--- config.mk ---
export PLATFORM = sky130hd
export DESIGN_NAME = mc_controller_v2_flat
export DESIGN_NICKNAME = d
export VERILOG_FILES = /design/src/rtl/mc_controller_v2_pkg.sv /design/src/rtl/mc_controller_v2_if.sv /design/src/rtl/mc_controller_v2_wait_timer.sv /design/src/rtl/mc_controller_v2.sv /design/src/flat_wrapper.sv
export SDC_FILE = /design/constraint.sdc
export NUM_CORES = 1
export LEC_CHECK = 0
export BUFFER_PORTS_ARGS = -buffer_cell sky130_fd_sc_hd__buf_4
export CORE_MARGIN = 2
export CORE_UTILIZATION = 35
export CTS_BUF_LIST = sky130_fd_sc_hd__clkbuf_8
export CTS_CLUSTER_SIZE = 10
export DETAILED_ROUTE_END_ITERATION = 8
export GPL_TIMING_DRIVEN = 1
export PLACE_DENSITY = 0.66
export SYNTH_ARGS = -nofsm -noshare
export SYNTH_HDL_FRONTEND = slang
export SYNTH_HIERARCHICAL = 1
export SYNTH_SLANG_ARGS = --single-unit
--- constraint.sdc ---
create_clock -name clk -period 2.8 [get_ports clk]
set_input_delay 0.42 -clock clk [delete_from_list [all_inputs] [get_ports clk]]
set_output_delay 0.42 -clock clk [all_outputs]
set_load 0.05 [all_outputs]
--- src/rtl/mc_controller_v2_pkg.sv ---
// Shared types and encodings for the multicycle MIPS control unit:
// state enum, opcode/funct constants and datapath select encodings.
package mc_ctrl_pkg;

    typedef enum logic [3:0] {
        ST_INIT,
        ST_FETCH,
        ST_DECODE,
        ST_EXEC_R,
        ST_EXEC_I,
        ST_MEM_ADDR,
        ST_MEM_RD,
        ST_MEM_WB,
        ST_MEM_WR,
        ST_R_WB,
        ST_I_WB,
        ST_BRANCH,
        ST_JUMP,
        ST_JAL,
        ST_JR,
        ST_FAULT
    } state_t;

    localparam logic [5:0] OP_RTYPE = 6'b000000;
    localparam logic [5:0] OP_ADDI  = 6'b001000;
    localparam logic [5:0] OP_ANDI  = 6'b001100;
    localparam logic [5:0] OP_LW    = 6'b100011;
    localparam logic [5:0] OP_SW    = 6'b101011;
    localparam logic [5:0] OP_BEQ   = 6'b000100;
    localparam logic [5:0] OP_BNE   = 6'b000101;
    localparam logic [5:0] OP_J     = 6'b000010;
    localparam logic [5:0] OP_JAL   = 6'b000011;
    localparam logic [5:0] FN_JR    = 6'b001000;

    localparam logic [1:0] SRCB_REG     = 2'b00;
    localparam logic [1:0] SRCB_FOUR    = 2'b01;
    localparam logic [1:0] SRCB_IMM     = 2'b10;
    localparam logic [1:0] SRCB_IMM_SH2 = 2'b11;

    localparam logic [1:0] ALU_ADD   = 2'b00;
    localparam logic [1:0] ALU_SUB   = 2'b01;
    localparam logic [1:0] ALU_FUNCT = 2'b10;
    localparam logic [1:0] ALU_AND   = 2'b11;

    localparam logic [1:0] PC_ALU    = 2'b00;
    localparam logic [1:0] PC_ALUOUT = 2'b01;
    localparam logic [1:0] PC_JUMP   = 2'b10;
    localparam logic [1:0] PC_REGA   = 2'b11;

    localparam logic [1:0] DST_RT = 2'b00;
    localparam logic [1:0] DST_RD = 2'b01;
    localparam logic [1:0] DST_RA = 2'b10;

    localparam logic [1:0] WB_ALUOUT = 2'b00;
    localparam logic [1:0] WB_MDR    = 2'b01;
    localparam logic [1:0] WB_PC     = 2'b10;

endpackage

--- src/rtl/mc_controller_v2_if.sv ---
// Control bus between the multicycle controller (master) and the datapath (slave).
interface mc_controller_v2_if #(
    parameter int OP_W = 6
);
    logic [OP_W-1:0] opcode;
    logic [OP_W-1:0] opr;
    logic            zero;
    logic            mem_ready;

    logic       selreg;
    logic       alusrcA;
    logic       memread;
    logic       memwrite;
    logic       regwrite;
    logic       IorD;
    logic       IR_write;
    logic       pc_write;
    logic       pc_write_condition;
    logic [1:0] alusrcB;
    logic [1:0] toaluctrl;
    logic [1:0] pc_src;
    logic [1:0] regdst;
    logic [1:0] memtoreg;
    logic       pc_en;
    logic       illegal_op;
    logic       fault;

    modport master (
        input  opcode, opr, zero, mem_ready,
        output selreg, alusrcA, memread, memwrite, regwrite, IorD, IR_write,
               pc_write, pc_write_condition, alusrcB, toaluctrl, pc_src,
               regdst, memtoreg, pc_en, illegal_op, fault
    );

    modport slave (
        output opcode, opr, zero, mem_ready,
        input  selreg, alusrcA, memread, memwrite, regwrite, IorD, IR_write,
               pc_write, pc_write_condition, alusrcB, toaluctrl, pc_src,
               regdst, memtoreg, pc_en, illegal_op, fault
    );
endinterface

--- src/rtl/mc_controller_v2_wait_timer.sv ---
// Counts consecutive memory wait cycles; expired flags the wait cycle in which
// the count reaches WAIT_LIMIT (never when WAIT_LIMIT is 0).
module mc_wait_timer #(
    parameter int WAIT_LIMIT = 15,
    parameter int CNT_W      = 4
) (
    input  logic clk,
    input  logic reset_n,
    input  logic count_en,
    input  logic clr,
    output logic expired
);

    localparam bit             TIMEOUT_ON = (WAIT_LIMIT > 32'sd0);
    localparam logic [CNT_W-1:0] LAST_CNT = CNT_W'(WAIT_LIMIT - 32'sd1);

    logic [CNT_W-1:0] cnt_r;

    // wait-cycle counter, cleared whenever the memory is not being waited on
    always_ff @(posedge clk or negedge reset_n) begin
        if (!reset_n) begin
            cnt_r <= '0;
        end else if (clr) begin
            cnt_r <= '0;
        end else if (count_en) begin
            cnt_r <= cnt_r + CNT_W'(1);
        end else begin
            cnt_r <= cnt_r;
        end
    end

    assign expired = TIMEOUT_ON && count_en && !clr && (cnt_r == LAST_CNT);

endmodule

--- src/rtl/mc_controller_v2.sv ---
// Multicycle MIPS control unit: memory-ready handshake, bounded wait timeout,
// illegal-opcode pulse and internal PC-enable generation.
module mc_controller_v2 #(
    parameter int OP_W       = 6,
    parameter int WAIT_LIMIT = 15,
    parameter int CNT_W      = 4
) (
    input  logic               clk,
    input  logic               reset_n,
    mc_controller_v2_if.master bus
);
    import mc_ctrl_pkg::*;

    state_t          state_r;
    state_t          next_state_s;
    logic [OP_W-1:0] op_s;
    logic [OP_W-1:0] fn_s;
    logic            wait_state_s;
    logic            count_en_s;
    logic            clr_s;
    logic            expired_s;
    logic            is_bne_s;

    assign op_s         = bus.opcode;
    assign fn_s         = bus.opr;
    assign wait_state_s = (state_r == ST_FETCH) || (state_r == ST_MEM_RD) || (state_r == ST_MEM_WR);
    assign count_en_s   = wait_state_s && !bus.mem_ready;
    assign clr_s        = !count_en_s;
    assign is_bne_s     = (op_s == OP_BNE);

    mc_wait_timer #(
        .WAIT_LIMIT (WAIT_LIMIT),
        .CNT_W      (CNT_W)
    ) u_wait_timer (
        .clk      (clk),
        .reset_n  (reset_n),
        .count_en (count_en_s),
        .clr      (clr_s),
        .expired  (expired_s)
    );

    // state register
    always_ff @(posedge clk or negedge reset_n) begin
        if (!reset_n) begin
            state_r <= ST_INIT;
        end else begin
            state_r <= next_state_s;
        end
    end

    // next-state and control decode
    always_comb begin
        next_state_s           = state_r;
        bus.selreg             = 1'b0;
        bus.alusrcA            = 1'b0;
        bus.memread            = 1'b0;
        bus.memwrite           = 1'b0;
        bus.regwrite           = 1'b0;
        bus.IorD               = 1'b0;
        bus.IR_write           = 1'b0;
        bus.pc_write           = 1'b0;
        bus.pc_write_condition = 1'b0;
        bus.alusrcB            = SRCB_REG;
        bus.toaluctrl          = ALU_ADD;
        bus.pc_src             = PC_ALU;
        bus.regdst             = DST_RT;
        bus.memtoreg           = WB_ALUOUT;
        bus.illegal_op         = 1'b0;
        bus.fault              = 1'b0;

        case (state_r)
            ST_INIT: next_state_s = ST_FETCH;
            ST_FETCH: begin
                bus.memread  = 1'b1;
                bus.alusrcB  = SRCB_FOUR;
                bus.IR_write = bus.mem_ready;
                bus.pc_write = bus.mem_ready;
                if (bus.mem_ready) begin
                    next_state_s = ST_DECODE;
                end else if (expired_s) begin
                    next_state_s = ST_FAULT;
                end else begin
                    next_state_s = ST_FETCH;
                end
            end
            ST_DECODE: begin
                bus.alusrcB = SRCB_IMM_SH2;
                case (op_s)
                    OP_RTYPE: begin
                        if (fn_s == FN_JR) begin
                            next_state_s = ST_JR;
                        end else begin
                            next_state_s = ST_EXEC_R;
                        end
                    end
                    OP_ADDI, OP_ANDI: next_state_s = ST_EXEC_I;
                    OP_LW, OP_SW:     next_state_s = ST_MEM_ADDR;
                    OP_BEQ, OP_BNE:   next_state_s = ST_BRANCH;
                    OP_J:             next_state_s = ST_JUMP;
                    OP_JAL:           next_state_s = ST_JAL;
                    default: begin
                        bus.illegal_op = 1'b1;
                        next_state_s   = ST_FETCH;
                    end
                endcase
            end
            ST_EXEC_R: begin
                bus.alusrcA   = 1'b1;
                bus.toaluctrl = ALU_FUNCT;
                next_state_s  = ST_R_WB;
            end
            ST_R_WB: begin
                bus.regdst   = DST_RD;
                bus.regwrite = 1'b1;
                next_state_s = ST_FETCH;
            end
            ST_EXEC_I: begin
                bus.alusrcA = 1'b1;
                bus.alusrcB = SRCB_IMM;
                if (op_s == OP_ANDI) begin
                    bus.toaluctrl = ALU_AND;
                end else begin
                    bus.toaluctrl = ALU_ADD;
                end
                next_state_s = ST_I_WB;
            end
            ST_I_WB: begin
                bus.regwrite = 1'b1;
                next_state_s = ST_FETCH;
            end
            ST_MEM_ADDR: begin
                bus.alusrcA = 1'b1;
                bus.alusrcB = SRCB_IMM;
                if (op_s == OP_LW) begin
                    next_state_s = ST_MEM_RD;
                end else begin
                    next_state_s = ST_MEM_WR;
                end
            end
            ST_MEM_RD: begin
                bus.memread = 1'b1;
                bus.IorD    = 1'b1;
                if (bus.mem_ready) begin
                    next_state_s = ST_MEM_WB;
                end else if (expired_s) begin
                    next_state_s = ST_FAULT;
                end else begin
                    next_state_s = ST_MEM_RD;
                end
            end
            ST_MEM_WB: begin
                bus.memtoreg = WB_MDR;
                bus.regwrite = 1'b1;
                next_state_s = ST_FETCH;
            end
            ST_MEM_WR: begin
                bus.memwrite = 1'b1;
                bus.IorD     = 1'b1;
                if (bus.mem_ready) begin
                    next_state_s = ST_FETCH;
                end else if (expired_s) begin
                    next_state_s = ST_FAULT;
                end else begin
                    next_state_s = ST_MEM_WR;
                end
            end
            ST_BRANCH: begin
                bus.alusrcA            = 1'b1;
                bus.toaluctrl          = ALU_SUB;
                bus.pc_src             = PC_ALUOUT;
                bus.pc_write_condition = 1'b1;
                next_state_s           = ST_FETCH;
            end
            ST_JUMP: begin
                bus.pc_src   = PC_JUMP;
                bus.pc_write = 1'b1;
                next_state_s = ST_FETCH;
            end
            ST_JAL: begin
                bus.pc_src   = PC_JUMP;
                bus.pc_write = 1'b1;
                bus.regdst   = DST_RA;
                bus.memtoreg = WB_PC;
                bus.regwrite = 1'b1;
                next_state_s = ST_FETCH;
            end
            ST_JR: begin
                bus.pc_src   = PC_REGA;
                bus.pc_write = 1'b1;
                next_state_s = ST_FETCH;
            end
            ST_FAULT: begin
                bus.fault    = 1'b1;
                next_state_s = ST_FAULT;
            end
            default: next_state_s = ST_INIT;
        endcase
    end

    // bne inverts the sense of the ALU zero flag for the conditional PC load
    assign bus.pc_en = bus.pc_write | (bus.pc_write_condition & (bus.zero ^ is_bne_s));

endmodule

--- src/flat_wrapper.sv ---
// flat-port wrapper written by rule: the top's interface ports become plain ports
module mc_controller_v2_flat import mc_ctrl_pkg::*;
#(
    parameter int OP_W       = 6,
    parameter int WAIT_LIMIT = 15,
    parameter int CNT_W      = 4
)
  (clk, reset_n, bus_opcode, bus_opr, bus_zero, bus_mem_ready, bus_selreg, bus_alusrcA, bus_memread, bus_memwrite, bus_regwrite, bus_IorD, bus_IR_write, bus_pc_write, bus_pc_write_condition, bus_alusrcB, bus_toaluctrl, bus_pc_src, bus_regdst, bus_memtoreg, bus_pc_en, bus_illegal_op, bus_fault);
  mc_controller_v2_if #(.OP_W(OP_W)) bus_i ();
  input  logic clk;
  input  logic reset_n;
  input wire logic [$bits(bus_i.opcode)-1:0] bus_opcode;
  input wire logic [$bits(bus_i.opr)-1:0] bus_opr;
  input wire logic [$bits(bus_i.zero)-1:0] bus_zero;
  input wire logic [$bits(bus_i.mem_ready)-1:0] bus_mem_ready;
  output wire logic [$bits(bus_i.selreg)-1:0] bus_selreg;
  output wire logic [$bits(bus_i.alusrcA)-1:0] bus_alusrcA;
  output wire logic [$bits(bus_i.memread)-1:0] bus_memread;
  output wire logic [$bits(bus_i.memwrite)-1:0] bus_memwrite;
  output wire logic [$bits(bus_i.regwrite)-1:0] bus_regwrite;
  output wire logic [$bits(bus_i.IorD)-1:0] bus_IorD;
  output wire logic [$bits(bus_i.IR_write)-1:0] bus_IR_write;
  output wire logic [$bits(bus_i.pc_write)-1:0] bus_pc_write;
  output wire logic [$bits(bus_i.pc_write_condition)-1:0] bus_pc_write_condition;
  output wire logic [$bits(bus_i.alusrcB)-1:0] bus_alusrcB;
  output wire logic [$bits(bus_i.toaluctrl)-1:0] bus_toaluctrl;
  output wire logic [$bits(bus_i.pc_src)-1:0] bus_pc_src;
  output wire logic [$bits(bus_i.regdst)-1:0] bus_regdst;
  output wire logic [$bits(bus_i.memtoreg)-1:0] bus_memtoreg;
  output wire logic [$bits(bus_i.pc_en)-1:0] bus_pc_en;
  output wire logic [$bits(bus_i.illegal_op)-1:0] bus_illegal_op;
  output wire logic [$bits(bus_i.fault)-1:0] bus_fault;
  assign bus_i.opcode = bus_opcode;
  assign bus_i.opr = bus_opr;
  assign bus_i.zero = bus_zero;
  assign bus_i.mem_ready = bus_mem_ready;
  assign bus_selreg = bus_i.selreg;
  assign bus_alusrcA = bus_i.alusrcA;
  assign bus_memread = bus_i.memread;
  assign bus_memwrite = bus_i.memwrite;
  assign bus_regwrite = bus_i.regwrite;
  assign bus_IorD = bus_i.IorD;
  assign bus_IR_write = bus_i.IR_write;
  assign bus_pc_write = bus_i.pc_write;
  assign bus_pc_write_condition = bus_i.pc_write_condition;
  assign bus_alusrcB = bus_i.alusrcB;
  assign bus_toaluctrl = bus_i.toaluctrl;
  assign bus_pc_src = bus_i.pc_src;
  assign bus_regdst = bus_i.regdst;
  assign bus_memtoreg = bus_i.memtoreg;
  assign bus_pc_en = bus_i.pc_en;
  assign bus_illegal_op = bus_i.illegal_op;
  assign bus_fault = bus_i.fault;
  mc_controller_v2 #(.OP_W(OP_W), .WAIT_LIMIT(WAIT_LIMIT), .CNT_W(CNT_W)) u_core (.clk(clk), .reset_n(reset_n), .bus(bus_i));
endmodule
==> results.py <==
metrics = {
    "die": {
        "coreArea_um2": 3080,
        "die_w_um": 61.2,
        "pin_count": 38,
        "rows": 20,
        "die_area_um2": 3750,
        "initial_core_util_pct": 37.2,
        "die_h_um": 61.2,
    },
    "timing": {
        "setup_slack_ns": 0.218,
        "hold_violations": 0,
        "rsz0062_at_grt": "false",
        "maxSlewViolCount": 0,
        "fmax_ghz": 0.387,
        "post-route-period-util_pct": 92.2,
        "setup_tns_ns": 0,
        "period_minus_slack_ns": 2.58,
        "fin_worst_skew_ns": 0.00495,
        "setup_viol": 0,
    },
    "yosys": {
        "ys_warn_count": 6,
        "synthCells": 155,
        "async_flop_share_pct": 100,
        "synth_area_um2": 1150,
        "ys_seq_area_share_pct": 17.5,
        "synth-edff-count": 0,
        "ys_types": 58,
        "synth.net_count": 173,
        "ys.flop_type": "dfrtp_1",
        "synth_area_per_cell_um2": 7.39,
        "synth-seq-cells": 8,
    },
    "place": {
        "io_buffers": 36,
        "place_area_um2": 1430,
        "dp_hpwl_um": 2350,
        "pre_cts_ws_ns": 0.278,
        "gp_congestion": 0.826,
    },
    "hold_path": {
        "min_path_type": "primary input to async pin",
    },
    "worst_setup_path": {
        "worst_setup_path_end_kind": "register",
        "crit_path_max_fanout": 12,
        "critPathKind": "register to register",
        "startpoint_type": "register",
        "arrival_ns": 2.74,
        "cp.required_ns": 2.96,
    },
    "detailed_routing": {
        "wl_per_cell_um": 13.5,
        "drc": 0,
        "vias_per_cell": 5.50,
        "firstDrtPassIters": 4,
        "first_iter_violations": 96,
        "totalWireLength_um": 3100,
        "dr_total_vias": 1260,
        "antenna_left": 0,
    },
    "power_and_ir_drop": {
        "peakVddDrop_mv": 0.279,
        "cellLeakagePower_nw": 0.636,
        "powerDensity_nw_per_um2": 1020,
    },
    "cts": {
        "tritoncts": "done",
        "cts_setup_buffers": 0,
        "cts_sinks": 8,
        "cts_buffers": 3,
        "clk_latency_ns": 0.23,
        "root_buffer": "clkbuf_8",
        "htreeDepth": 1,
        "clockBufferDepth": 2,
        "clkTransAtPathRegs_ns": 0.04,
    },
    "grt": {
        "track_usage_pct": 17.1,
        "antenna_found_initial": 0,
        "overflow": 0,
        "grt-busiest-layer": "met2",
        "use_met1_pct": 24.2,
        "grt_pass1_vias": 1073,
        "met2_usage_pct": 27.4,
        "grt_max_degree": 24,
        "use_met3_pct": 1.26,
        "grt_first_pass_wirelength_um": 4930,
    },
    "finish": {
        "drive_above_1_share_pct": 30.3,
        "areaGrowthSynthToFinish_pct": 28.8,
        "fin_area_um2": 1480,
        "final_nets": 205,
        "fill_cells": 310,
        "finish.utilization_pct": 48.0,
        "n_antenna_cell": 0,
    },
    "outcome": {
        "run_status": "complete, no violations",
    },
    "flow_run": {
        "drv_cap": 0,
    },
}
-- state kept, by name (all words and copies together), names as in the netlist --
| signal | count |
|---|---|
| u_core/u_wait_timer/cnt_r | 4 |
| u_core/state_r | 4 |
-- placed cells by master, fill, tap and decap left out, types with 3 or more instances in the layout --
cell type / instances
nor3b_1: 3
nand2b_1: 7
o21ai_0: 3
nor2b_1: 4
nor2_1: 23
nand2_1: 11
nand3_1: 4
o22ai_1: 3
nand4_1: 3
a21oi_1: 11
xnor2_1: 3
and2_1: 4
inv_1: 3
buf_4: 42
clkbuf_8: 3
nor3_1: 4
dfrtp_1: 8
-- per-stage QoR --
| step | power, W | hold slack (ns) | cells |
|---|---|---|---|
| final | 0.00151 | 0.549 | 229 |
| after global placement | 0.00135 | 0.244 | 225 |
| after floorplan | 0.00106 | 0.124 | 155 |
| after CTS | 0.00151 | 0.545 | 229 |
| after detailed placement | 0.00136 | 0.246 | 225 |
| after global routing | 0.00160 | 0.575 | 229 |
-- cells in the mapped netlist, drive strengths merged (2+ instances only) --
master	instances	share of area, %
a31oi	2	1.1
nor4	4	4.0
nand3	4	1.7
o22ai	3	1.6
nor3b	4	3.1
a21oi	11	4.8
inv	3	0.98
a211o	2	1.6
nor2b	4	2.2
and2	5	2.7
clkbuf	3	0.98
nor2	24	7.9
nand4	3	1.6
dfrtp	8	17
o21ai	5	2.2
nand2b	8	5.0
ha	2	2.2
o311ai	2	2.2
nor3	4	1.7
xnor2	3	2.3
o221ai	2	1.5
nand2	11	3.6
buf	13	7.2
or3b	2	1.7
nor4b	2	2.1
-- where the power goes --
part	switching (W)	leakage (nW)	internal (W)
sequential	0.0000418	0.105	0.000145
clock	0.0000464	0.0216	0.0000932
combinational	0.000789	0.509	0.000395
-- cells by family (layout without fill, tap and decap cells) --
kind of cell    Yosys count  after routing  share of synthesized area [%]
flops                     8              8                           17.5
mux                       1              1                           1.31
other cells               1              1                          0.327
xor+xnor                  3              3                           2.29
fa+ha+maj                 2              2                           2.18
buf+inv                  19             49                           9.17
simple gates             82             82                           42.7
compound gates           39             39                           24.6
-- worst max-delay path: stages (launching register included) --
cell,delay [ns]
dfrtp_1,0.53
and3b_1,0.25
a21oi_1,0.06
nor2_2,0.12
o21ba_1,0.29
and4_1,0.31
or3b_4,0.42
o311ai_2,0.24
a31o_1,0.15
a32o_1,0.14
-- path summary, 6_finish.rpt --
path,from,end,slack [ns],depth (start not counted)
worst max-delay path,u_core/state_r[2]$_DFF_PN0_,u_core/state_r[2]$_DFF_PN0_,0.22,9
worst min-delay path,reset_n,u_core/state_r[1]$_DFF_PN0_,0.55,2
worst max register to register,u_core/state_r[2]$_DFF_PN0_,u_core/state_r[2]$_DFF_PN0_,0.22,9
worst min register to register,u_core/u_wait_timer/cnt_r[1]$_DFFE_PN0P_,u_core/u_wait_timer/cnt_r[1]$_DFFE_PN0P_,0.61,2
max in group asynchronous,reset_n,u_core/u_wait_timer/cnt_r[2]$_DFFE_PN0P_,2.12,2
min in group clk,u_core/u_wait_timer/cnt_r[1]$_DFFE_PN0P_,u_core/u_wait_timer/cnt_r[1]$_DFFE_PN0P_,0.61,2
-- timing repair --
item                                   4_1_cts  5_1_grt
endpoints found under the hold margin        4        0
hold buffers                                 1        0
gates resized for setup                      0        0
-- layer usage --
metal | vias to the layer above | share of wire [%]
li1 | 617 | -
met1 | 582 | 45
met2 | 59 | 47
met3 | 2 | 7.9
met4 | 0 | 0.71
met5 | - | 0
-- area by class of cell --
type / count / area [um2] / share of cell area (%)
multi-input cells: 128 / 843 / 57.1
repair buffers: 43 / 325 / 22.0
flip-flops and latches: 8 / 200 / 13.6
well taps: 44 / 55.1 / 3.73
clock buffers: 3 / 41.3 / 2.80
inverters: 3 / 11.3 / 0.763
No activity file was read; power rests on OpenSTA's default activity.
